--- src/rtl/axi_rd_rr_arbiter.sv ---
// Three-master AXI read-channel arbiter: one burst at a time over a shared outer AR/R channel.
// Define ARB_FIXED_PRIO_EN for fixed priority m1 > m2 > m0; default build is round-robin.
module axi_rd_rr_arbiter #(
  parameter int          ADDR_W  = 32,
  parameter int          DATA_W  = 32,
  parameter logic [3:0]  ID_BASE = 4'd0
) (
  input  logic                aclk,
  input  logic                aresetn,
  // per-master side
  input  logic [3*ADDR_W-1:0] m_araddr,
  input  logic [3*4-1:0]      m_arlen,
  input  logic [3*3-1:0]      m_arsize,
  input  logic [2:0]          m_arvalid,
  output logic [2:0]          m_arready,
  output logic [DATA_W-1:0]   m_rdata,
  output logic                m_rlast,
  output logic [2:0]          m_rvalid,
  input  logic [2:0]          m_rready,
  // outer AR channel
  output logic [3:0]          arid,
  output logic [ADDR_W-1:0]   araddr,
  output logic [3:0]          arlen,
  output logic [2:0]          arsize,
  output logic [1:0]          arburst,
  output logic [1:0]          arlock,
  output logic [3:0]          arcache,
  output logic [2:0]          arprot,
  output logic                arvalid,
  input  logic                arready,
  // outer R channel
  input  logic [3:0]          rid,
  input  logic [DATA_W-1:0]   rdata,
  input  logic [1:0]          rresp,
  input  logic                rlast,
  input  logic                rvalid,
  output logic                rready,
  output logic                len_err
);

  typedef enum logic [1:0] {ST_IDLE, ST_ADDR, ST_DATA} state_t;

  state_t      state_q, state_d;
  logic [1:0]  gnt_q, gnt_d;
  logic [1:0]  rr_ptr_q, rr_ptr_d;
  logic [3:0]  beat_cnt_q, beat_cnt_d;
  logic [3:0]  len_q, len_d;
  logic        len_err_q, len_err_d;

  // Only one burst is ever outstanding, so rid/rresp carry no routing information.
  logic unused_r_fields;
  assign unused_r_fields = ^{rid, rresp};

  assign arid    = ID_BASE + {2'b00, gnt_q};
  assign arburst = 2'b01;
  assign arlock  = 2'b00;
  assign arcache = 4'b0000;
  assign arprot  = 3'b000;
  assign len_err = len_err_q;
  assign m_rdata = rdata;

  // Per-master views of the granted master's request and ready.
  logic [ADDR_W-1:0] sel_addr;
  logic [3:0]        sel_len;
  logic [2:0]        sel_size;
  logic              sel_arvalid;
  logic              sel_rready;

  always_comb begin
    sel_addr    = '0;
    sel_len     = '0;
    sel_size    = '0;
    sel_arvalid = 1'b0;
    sel_rready  = 1'b0;
    for (int i = 0; i < 3; i++) begin
      if (gnt_q == 2'(i)) begin
        sel_addr    = m_araddr[i*ADDR_W +: ADDR_W];
        sel_len     = m_arlen[i*4 +: 4];
        sel_size    = m_arsize[i*3 +: 3];
        sel_arvalid = m_arvalid[i];
        sel_rready  = m_rready[i];
      end
    end
  end

  // Winner of the next arbitration round.
  logic [1:0] pick;

`ifdef ARB_FIXED_PRIO_EN
  always_comb begin
    if (m_arvalid[1])      pick = 2'd1;
    else if (m_arvalid[2]) pick = 2'd2;
    else                   pick = 2'd0;
  end
`else
  function automatic logic [1:0] rr_idx(input logic [1:0] base, input logic [1:0] off);
    logic [2:0] s;
    s = {1'b0, base} + {1'b0, off};
    if (s >= 3'd3) s = s - 3'd3;
    return s[1:0];
  endfunction

  // Scan from the farthest offset down so the closest requester to rr_ptr wins.
  always_comb begin
    pick = rr_ptr_q;
    for (int k = 2; k >= 0; k--) begin
      if (m_arvalid[rr_idx(rr_ptr_q, 2'(k))]) pick = rr_idx(rr_ptr_q, 2'(k));
    end
  end
`endif

  // NOTE: every output and next-state variable gets a default first so no path infers a latch.
  always_comb begin
    state_d    = state_q;
    gnt_d      = gnt_q;
    rr_ptr_d   = rr_ptr_q;
    beat_cnt_d = beat_cnt_q;
    len_d      = len_q;
    len_err_d  = len_err_q;
    m_arready  = 3'b000;
    m_rvalid   = 3'b000;
    m_rlast    = 1'b0;
    arvalid    = 1'b0;
    araddr     = '0;
    arlen      = '0;
    arsize     = '0;
    rready     = 1'b0;

    unique case (state_q)
      ST_IDLE: begin
        if (|m_arvalid) begin
          gnt_d   = pick;
          state_d = ST_ADDR;
        end
      end

      ST_ADDR: begin
        araddr    = sel_addr;
        arlen     = sel_len;
        arsize    = sel_size;
        arvalid   = sel_arvalid;
        m_arready = {2'b00, arready} << gnt_q;
        if (sel_arvalid && arready) begin
          len_d      = sel_len;
          beat_cnt_d = '0;
          state_d    = ST_DATA;
        end
      end

      ST_DATA: begin
        m_rvalid = {2'b00, rvalid} << gnt_q;
        m_rlast  = rlast;
        rready   = sel_rready;
        if (rvalid && sel_rready) begin
          beat_cnt_d = beat_cnt_q + 4'd1;
          if (rlast) begin
            // A short or long burst is flagged but still terminated on rlast.
            if (beat_cnt_q != len_q) len_err_d = 1'b1;
            state_d = ST_IDLE;
`ifdef ARB_FIXED_PRIO_EN
            rr_ptr_d = 2'd0;
`else
            rr_ptr_d = (gnt_q == 2'd2) ? 2'd0 : gnt_q + 2'd1;
`endif
          end else if (beat_cnt_q == len_q) begin
            len_err_d = 1'b1;
          end
        end
      end

      default: state_d = ST_IDLE;
    endcase
  end

  // NOTE: sequential state uses non-blocking assignments so all registers update together.
  always_ff @(posedge aclk or negedge aresetn) begin
    if (!aresetn) begin
      state_q    <= ST_IDLE;
      gnt_q      <= 2'd0;
      rr_ptr_q   <= 2'd0;
      beat_cnt_q <= 4'd0;
      len_q      <= 4'd0;
      len_err_q  <= 1'b0;
    end else begin
      state_q    <= state_d;
      gnt_q      <= gnt_d;
      rr_ptr_q   <= rr_ptr_d;
      beat_cnt_q <= beat_cnt_d;
      len_q      <= len_d;
      len_err_q  <= len_err_d;
    end
  end

endmodule

--- config.mk ---
export PLATFORM = sky130hd
export DESIGN_NAME = axi_rd_rr_arbiter
export DESIGN_NICKNAME = d
export VERILOG_FILES = /design/src/rtl/axi_rd_rr_arbiter.sv
export SDC_FILE = /design/constraint.sdc
export NUM_CORES = 1
export LEC_CHECK = 0
export CORE_AREA = 3 3 101 103
export DETAILED_ROUTE_END_ITERATION = 10
export DIE_AREA = 0 0 104 106
export PLACE_DENSITY = 0.78
export SKIP_CTS_REPAIR_TIMING = 1
export SYNTH_ARGS = -nofsm -noshare
export SYNTH_HDL_FRONTEND = slang
export SYNTH_SLANG_ARGS = --single-unit
--- constraint.sdc ---
create_clock -name aclk -period 2.4 [get_ports aclk]
set_clock_uncertainty 0.15 [all_clocks]
set_input_delay 0.48 -clock aclk [delete_from_list [all_inputs] [get_ports aclk]]
set_output_delay 0.48 -clock aclk [all_outputs]
set_load 0.02 [all_outputs]
# Yosys cells after proc, flatten, opt, wreduce, memory -nomap -nowiden
# Index checks and enable logic that the tools add are counted.
word_totals:
  elab_cells: 92
  input_bits: 166
  ff_bits: 15
  output_inout_bits: 96
classes:
  order_cmp: 6
  add_sub_neg: 7
  n_shift: 2
  n_reduce_logical: 13
  mux: 47
  n_eq_ne: 11
ops:
  columns: ["operator", "count"]
  rows:
  - ["$mux W32", 4]
  - ["$mux W4", 6]
  - ["$mux W2", 11]
  - ["$mux W3", 6]
  - ["$mux W1", 15]
  - ["$lt A2 B3 Y1 const B", 3]
  - ["$ne A2 B2 Y1 const B", 4]
  - ["$pmux W4 S2", 1]
  - ["$reduce_and A4 Y1", 2]
  - ["$bmux W1 S2", 3]
  - ["$ge A3 B2 Y1 const B", 2]
  - ["$pmux W2 S3", 1]
  - ["$reduce_and A3 Y1", 2]
  - ["$shl A1 B2 Y3", 2]
  - ["$sub A2 B2 Y2 const B", 3]
  - ["$add A4 B1 Y4 const B", 1]
  - ["$eq A2 B1 Y1 const B", 2]
  - ["$eq A2 B2 Y1 const B", 2]
  - ["$eq A4 B4 Y1", 1]
  - ["$logic_not A2 Y1", 2]
  - ["$ne A4 B4 Y1", 1]
  - ["$reduce_and A2 Y1", 2]
  - ["$reduce_bool A2 Y1", 2]
  - ["$add A2 B1 Y3 const B", 1]
  - ["6 further kinds", 7]

# Logic depth before layout (Yosys ltp)
# Gate-level depths: netlist of run 1.
depth:
  depth_word: 8
  ltp_mapped: 6
  ltp_nobuf: 6

# Least setup slack after synthesis of run 1
# Ideal clock, no wire load.
synth_timing:
  kind: "reg2out"
  start: "register gnt_q[1]"
  end: "output araddr[21]"
  n_path_buf: 3
  t_required_ps: 1770
  stages_incl_launch_ff: 7
  path_slack_ps: 267
  arrival_time_ps: 1503
  path_cell_list: "dfrtp_1 -> nor2b_1 -> buf_2 -> buf_2 -> buf_2 -> a21oi_1 -> nor2_1"
synth_via:
  elab_chain_len: 5
  elab_cells_between_ends: 7
  cone_classes: "eq/ne: 2; mux: 4; reduce/logical: 1"
synth_lines:
  columns: ["item", "line_no", "source"]
  rows:
  - ["from (decl)", "44", "logic [1:0] gnt_q, gnt_d;"]
  - ["from (signal assigned)", "186", "gnt_q <= gnt_d;"]
  - ["$logic_not A2 Y1", "76", "if (gnt_q == 2'(i)) begin"]
  - ["$mux W32 (2 in series)", "76", null]
  - ["$mux W32 *", "76", null]
  - ["$mux W32 *", "129", "unique case (state_q)"]
  - ["to (decl)", "22", "output logic [ADDR_W-1:0] araddr,"]
# Mark *: on every way between the ends. The rest lies on a longest branch, timed or not.

# Worst setup path in the final report of run 1
layout_timing:
  start: "register gnt_q[0]"
  end: "output arlen[3]"
layout_via:
  elab_chain_len: 5
  elab_cells_between_ends: 7
  cone_classes: "eq/ne: 2; mux: 4; reduce/logical: 1"
layout_lines:
  columns: ["item", "line_no", "source"]
  rows:
  - ["$logic_not A2 Y1", "76", null]
  - ["$mux W4 (2 in series)", "76", null]
  - ["$mux W4 *", "76", null]
  - ["$mux W4 *", "129", null]
  - ["to (decl)", "23", "output logic [3:0] arlen,"]
# Marked as above.

==> impl_metrics.env, run 1 <==
export IMPL_synthCells=329
export IMPL_clock_path_buffers=2
export IMPL_numPortBuffers=178
export IMPL_area_growth_pct=83.0
export IMPL_p_per_area_nw_per_um2=1010
export IMPL_antenna_found_initial=0
export IMPL_violations="negative setup slack"
export IMPL_hold_slack_ns=0.355
export IMPL_hpwl_um=7660
export IMPL_drtPass1Iterations=4
export IMPL_wl_um=9200
export IMPL_internal_power_mw=2.11
export IMPL_vias=2803
export IMPL_rsz0062_at_grt="true"
export IMPL_cp_required_ns=1.77
export IMPL_p_leak_nw=2.30
export IMPL_setup_viol=1
export IMPL_cpMostUsedCell="nor2_1"
export IMPL_diodes=0
export IMPL_totalPowerFinal_mw=4.25
export IMPL_clock_sinks=15
export IMPL_fmaxAchievable_ghz=0.394
export IMPL_max_cap_violations=0
export IMPL_p_sw_mw=2.14
export IMPL_worst_setup_hold_path_clk_slew_ns=0.06
export IMPL_hold_path_depth=1
export IMPL_drc=0
export IMPL_synth_cell_types=41
export IMPL_path_max_fanout=17
export IMPL_wire_per_inst_um=15.0
export IMPL_die_h_um=106
export IMPL_grt_use_total=0.157
export IMPL_rows=35
export IMPL_netlist_area_um2=2290
export IMPL_grt_pass1_wl_um=14400
export IMPL_yosysTopAreaCellShare=0.192
export IMPL_grt_max_degree=26
export IMPL_final_cells=612
export IMPL_grt_ovfl_total=0
export IMPL_critical_path_endpoint_type="output port"
export IMPL_status="finished with violations"
export IMPL_die_w_um=104
export IMPL_placedCellCount=607
export IMPL_num_io_pins=262
export IMPL_worstSetupPathType="reg2out"
export IMPL_htreeDepth=1
export IMPL_first_global_vias=2839
export IMPL_critPathLaunchType="flip-flop"
export IMPL_finalNetCount=654
export IMPL_postSynthAreaPerCell_um2=6.97
export IMPL_period_needed_ns=2.54
export IMPL_finalHoldViolations=0
export IMPL_cp_slowest_stage_delay_ns=0.54
export IMPL_drv_slew=0
export IMPL_die_area_um2=11000
export IMPL_layout_commonest_cell="clkdlybuf4s50_1"
export IMPL_slew_headroom=0.508
export IMPL_yosysSeqAreaShare=0.164
export IMPL_ir_worst_vdd_v=0.000370
export IMPL_place_congestion=0.777
export IMPL_slowest_stage="clkdlybuf4s50_1"
export IMPL_final_fill_count=934
export IMPL_synth_top_area_cell="mux2i_1"
export IMPL_yosys_warnings=0
export IMPL_initial_core_util=0.247
export IMPL_drive_gt1_frac=0.104
export IMPL_clk_insertion_delay_late_ns=0.25
export IMPL_fin_ws_ns=-0.136
export IMPL_clkPwrFrac=0.050
export IMPL_hp_class="reg2reg"
export IMPL_p_sw_frac=0.503
export IMPL_post_route_period_util=1.06
export IMPL_fin_util=0.452
export IMPL_ant_nets=0
export IMPL_core_area_um2=9280
export IMPL_pwr_share_comb=0.845
export IMPL_cts_root_buf="clkbuf_8"
export IMPL_final_cell_mix="clkdlybuf4s50_1, nor2_1, mux2i_1"
export IMPL_via_per_inst=4.58
export IMPL_drtIter0Drc=81
export IMPL_r2r_cells=6
export IMPL_path_cells="buf_8 > mux2i_1 > nor2_1 > a21oi_2 > nor2_1 > clkdlybuf4s50_1"
export IMPL_ys_top_cells_by_area="mux2i_1, dfrtp_1, buf_4, nor2_1, a21oi_1"
export IMPL_seqPwrFrac=0.105
export IMPL_cts_buffers=3
export IMPL_place_ws_ns=-0.322
export IMPL_tightestPinTransition_ns=0.735
export IMPL_cp_arrival_ns=1.91
export IMPL_synth_seq_cells=15
export IMPL_cts_tree="done"
metal layers:
metal	wire, µm	GRT usage
met5	0	0
met1	3560	0.178
met4	65	0.0275
met3	738	0.0364
met2	4840	0.302
registers in the layout (all words and copies together) (netlist names):
| register | cells |
|---|---|
| gnt_q | 2 |
| len_q | 4 |
| len_err | 1 |
| beat_cnt_q | 4 |
| rr_ptr_q | 2 |
| state_q | 2 |
Yosys cell counts, drive strengths merged:
| cell type | count |
|---|---|
| a21boi | 2 |
| a21oi | 41 |
| a222oi | 1 |
| a2bb2oi | 2 |
| a31oi | 1 |
| and2 | 1 |
| and2b | 1 |
| buf | 54 |
| clkbuf | 12 |
| conb | 2 |
| dfrtp | 15 |
| ha | 4 |
| inv | 7 |
| mux2 | 1 |
| mux2i | 44 |
| nand2 | 5 |
| nand2b | 6 |
| nand3 | 2 |
| nand3b | 1 |
| nor2 | 86 |
| nor2b | 2 |
| nor3 | 6 |
| nor4 | 1 |
| o211ai | 1 |
| o21a | 1 |
| o21ai | 13 |
| o21bai | 2 |
| o221ai | 4 |
| o22a | 1 |
| o31ai | 1 |
| or2 | 2 |
| or3 | 1 |
| or4 | 1 |
| xnor2 | 1 |
| xor2 | 4 |
cell families after synthesis:
| kind of cell | Yosys count | share of synthesized area |
|---|---|---|
| AND/OR/NAND/NOR | 115 | 0.215 |
| buffers and inverters | 73 | 0.201 |
| AO/OA/AOI/OAI | 70 | 0.180 |
| multiplexers | 45 | 0.197 |
| flip-flops | 15 | 0.164 |
| XOR/XNOR | 5 | 0.0191 |
| adder cells (fa/ha/maj) | 4 | 0.0218 |
| other | 2 | 0.00327 |
layout make-up:
cell class              count  area (µm²)  area share
repair buffers            205        2070       0.494
multi-input cells         252        1510       0.361
flip-flops and latches     15         378      0.0900
well taps                 129         161      0.0384
clock buffers               4        45.0      0.0107
inverters                   7        26.3     0.00626
through the flow:
stage | instance area [µm²] | TNS [ns]
after floorplan | 2340 | 0
after global placement | 4100 | -4.62
after detailed placement | 4100 | -5.41
after CTS | 4150 | -10.98
after global routing | 4200 | -0.268
final | 4200 | -0.136
power by group through the flow:
stage / registers, mW / clock network [mW] / logic (mW)
after floorplan: 0.440 / 0 / 2.15
after global placement: 0.438 / 0 / 3.67
after detailed placement: 0.446 / 0 / 3.73
after CTS: 0.445 / 0.214 / 3.74
after global routing: 0.460 / 0.226 / 3.87
final: 0.446 / 0.211 / 3.59
critical path: cells and delay by family (launching register included):
kind,cells,cell delay [ns]
simple gates,2,0.11
buf+inv,2,0.75
flops,1,0.44
compound gates,1,0.14
mux,1,0.20
path summary, 6_finish.rpt:
check | startpoint | to | slack [ns]
max | gnt_q[0] | arlen[3] | -0.14
min | len_err | len_err | 0.35
max reg2reg | gnt_q[0] | rr_ptr_q[0] | 0.45
min reg2reg | len_err | len_err | 0.35
max in group asynchronous | aresetn | gnt_q[0] | 1.08
min in group asynchronous | aresetn | len_err | 0.51
Power figures use the tool's default switching activity.
==> run 2: changes to the inputs <==
--- a/config.mk
+++ b/config.mk
@@ -5,10 +5,10 @@
 export SDC_FILE = /design/constraint.sdc
 export NUM_CORES = 1
 export LEC_CHECK = 0
-export CORE_AREA = 3 3 101 103
+export CORE_AREA = 3 3 100 102
 export DETAILED_ROUTE_END_ITERATION = 10
-export DIE_AREA = 0 0 104 106
-export PLACE_DENSITY = 0.78
+export DIE_AREA = 0 0 103 105
+export PLACE_DENSITY = 0.82
 export SKIP_CTS_REPAIR_TIMING = 1
 export SYNTH_ARGS = -nofsm -noshare
 export SYNTH_HDL_FRONTEND = slang
==> constraint.sdc (replaced) <==
create_clock -name aclk -period 2.25 [get_ports aclk]
set_clock_uncertainty 0.15 [all_clocks]
set_input_delay 0.45 -clock aclk [delete_from_list [all_inputs] [get_ports aclk]]
set_output_delay 0.45 -clock aclk [all_outputs]
set_load 0.02 [all_outputs]
==> impl_metrics.env, run 2 (synthesis gave the netlist of run 1 again) <==
export IMPL_status="finished with violations"
export IMPL_violations="negative setup slack"
export IMPL_grt_max_degree=26
export IMPL_fmaxAchievable_ghz=0.424
export IMPL_p_leak_nw=2.10
export IMPL_vias=2924
export IMPL_antenna_found_initial=0
export IMPL_clk_insertion_delay_late_ns=0.26
export IMPL_drtIter0Drc=66
export IMPL_die_area_um2=10800
export IMPL_final_fill_count=849
export IMPL_final_cell_mix="clkdlybuf4s50_1, nor2_1, buf_4"
export IMPL_grt_pass1_wl_um=13200
export IMPL_die_h_um=105
export IMPL_grt_ovfl_total=0
export IMPL_post_route_period_util=1.05
export IMPL_diodes=0
export IMPL_hpwl_um=7290
export IMPL_initial_core_util=0.250
export IMPL_place_congestion=0.804
export IMPL_ir_worst_vdd_v=0.000539
export IMPL_via_per_inst=4.78
export IMPL_cp_required_ns=1.65
export IMPL_rsz0062_at_grt="true"
export IMPL_stdcell_area_um2=4630
export IMPL_clock_path_buffers=2
export IMPL_cp_arrival_ns=1.76
export IMPL_tightestPinTransition_ns=0.506
export IMPL_fin_ws_ns=-0.107
export IMPL_cp_startpoint="gnt_q[0]"
export IMPL_cts_buffers=3
export IMPL_max_cap_violations=0
export IMPL_drc=0
export IMPL_path_max_fanout=6
export IMPL_numPortBuffers=178
export IMPL_critical_path_endpoint_type="output port"
export IMPL_layout_commonest_cell="clkdlybuf4s50_1"
export IMPL_hp_class="in2async"
export IMPL_drv_slew=0
export IMPL_first_global_vias=2863
export IMPL_ff2ff_setup_slack_ns=0.08
export IMPL_r2r_end="rr_ptr_q[0]"
export IMPL_grt_use_total=0.151
export IMPL_die_w_um=103
export IMPL_p_per_area_nw_per_um2=1210
export IMPL_largestRegisters="beat_cnt_q x4, len_q x4"
export IMPL_period_needed_ns=2.36
export IMPL_critPathLaunchType="flip-flop"
export IMPL_cts_tree="done"
export IMPL_worstSetupPathType="reg2out"
export IMPL_num_io_pins=262
export IMPL_clock_sinks=15
export IMPL_area_growth_pct=102
export IMPL_setup_tns_ns=-1.24
export IMPL_r2r_start="gnt_q[0]"
export IMPL_hold_slack_ns=0.359
export IMPL_totalPowerFinal_mw=5.60
export IMPL_ant_nets=0
export IMPL_placed_area_um2=4120
export IMPL_worst_setup_hold_path_clk_slew_ns=0.06
export IMPL_rows=35
export IMPL_htreeDepth=1
export IMPL_cts_root_buf="clkbuf_8"
export IMPL_drtPass1Iterations=4
export IMPL_wl_um=9520
export IMPL_finalNetCount=672
export IMPL_finalHoldViolations=0
export IMPL_fin_util=0.503
export IMPL_wire_per_inst_um=15.6
export IMPL_slew_headroom=0.660
export IMPL_setup_viol=33
export IMPL_core_area_um2=9200
export IMPL_r2r_cells=8
export IMPL_drive_gt1_frac=0.289
==> run 2: how the worst max path moves through the flow <==
stage                            end
after global routing      araddr[18]
after detailed placement   arsize[0]
after CTS                 araddr[11]
final                     araddr[18]
after floorplan           araddr[21]
after global placement     arsize[1]
==> run 2: final cells by class <==
| type | instances | area [µm²] | area share |
|---|---|---|---|
| Sequential cell | 15 | 380 | 0.0822 |
| Inverter | 7 | 26.3 | 0.00568 |
| Clock inverter | 1 | 5.00 | 0.00108 |
| Timing Repair Buffer | 223 | 2250 | 0.486 |
| Multi-Input combinational cell | 252 | 1790 | 0.387 |
| Clock buffer | 3 | 41.3 | 0.00893 |
| Tap cell | 111 | 139 | 0.0300 |
==> run 2: per-stage QoR <==
stage | setup WS (ns) | instances
CTS | -0.508 | 597
finish | -0.107 | 612
global route | -0.191 | 612
floorplan | 0.147 | 340
global placement | -0.398 | 593
detailed placement | -0.401 | 593
==> run 2: worst max-delay path: stages (launching register included) <==
cell and delay (ns):
dfrtp_4 0.53, buf_6 0.16, nor2b_4 0.14, buf_12 0.14, buf_12 0.13, buf_12 0.10, a21oi_4 0.05, nor2_2 0.10
buf_4 0.14
==> run 2: report_power, final <==
group	leakage, nW	switching, mW	internal [mW]	total, mW
Combinational	1.89	2.47	2.42	4.89
Sequential	0.189	0.112	0.375	0.487
Clock	0.0255	0.100	0.123	0.223
Total	2.10	2.68	2.92	5.60
==> run 2: layer usage <==
metal | wire [µm] | global-route usage
met5 | 0 | 0
met4 | 133 | 0.0370
met3 | 822 | 0.0467
met2 | 5150 | 0.287
met1 | 3410 | 0.157
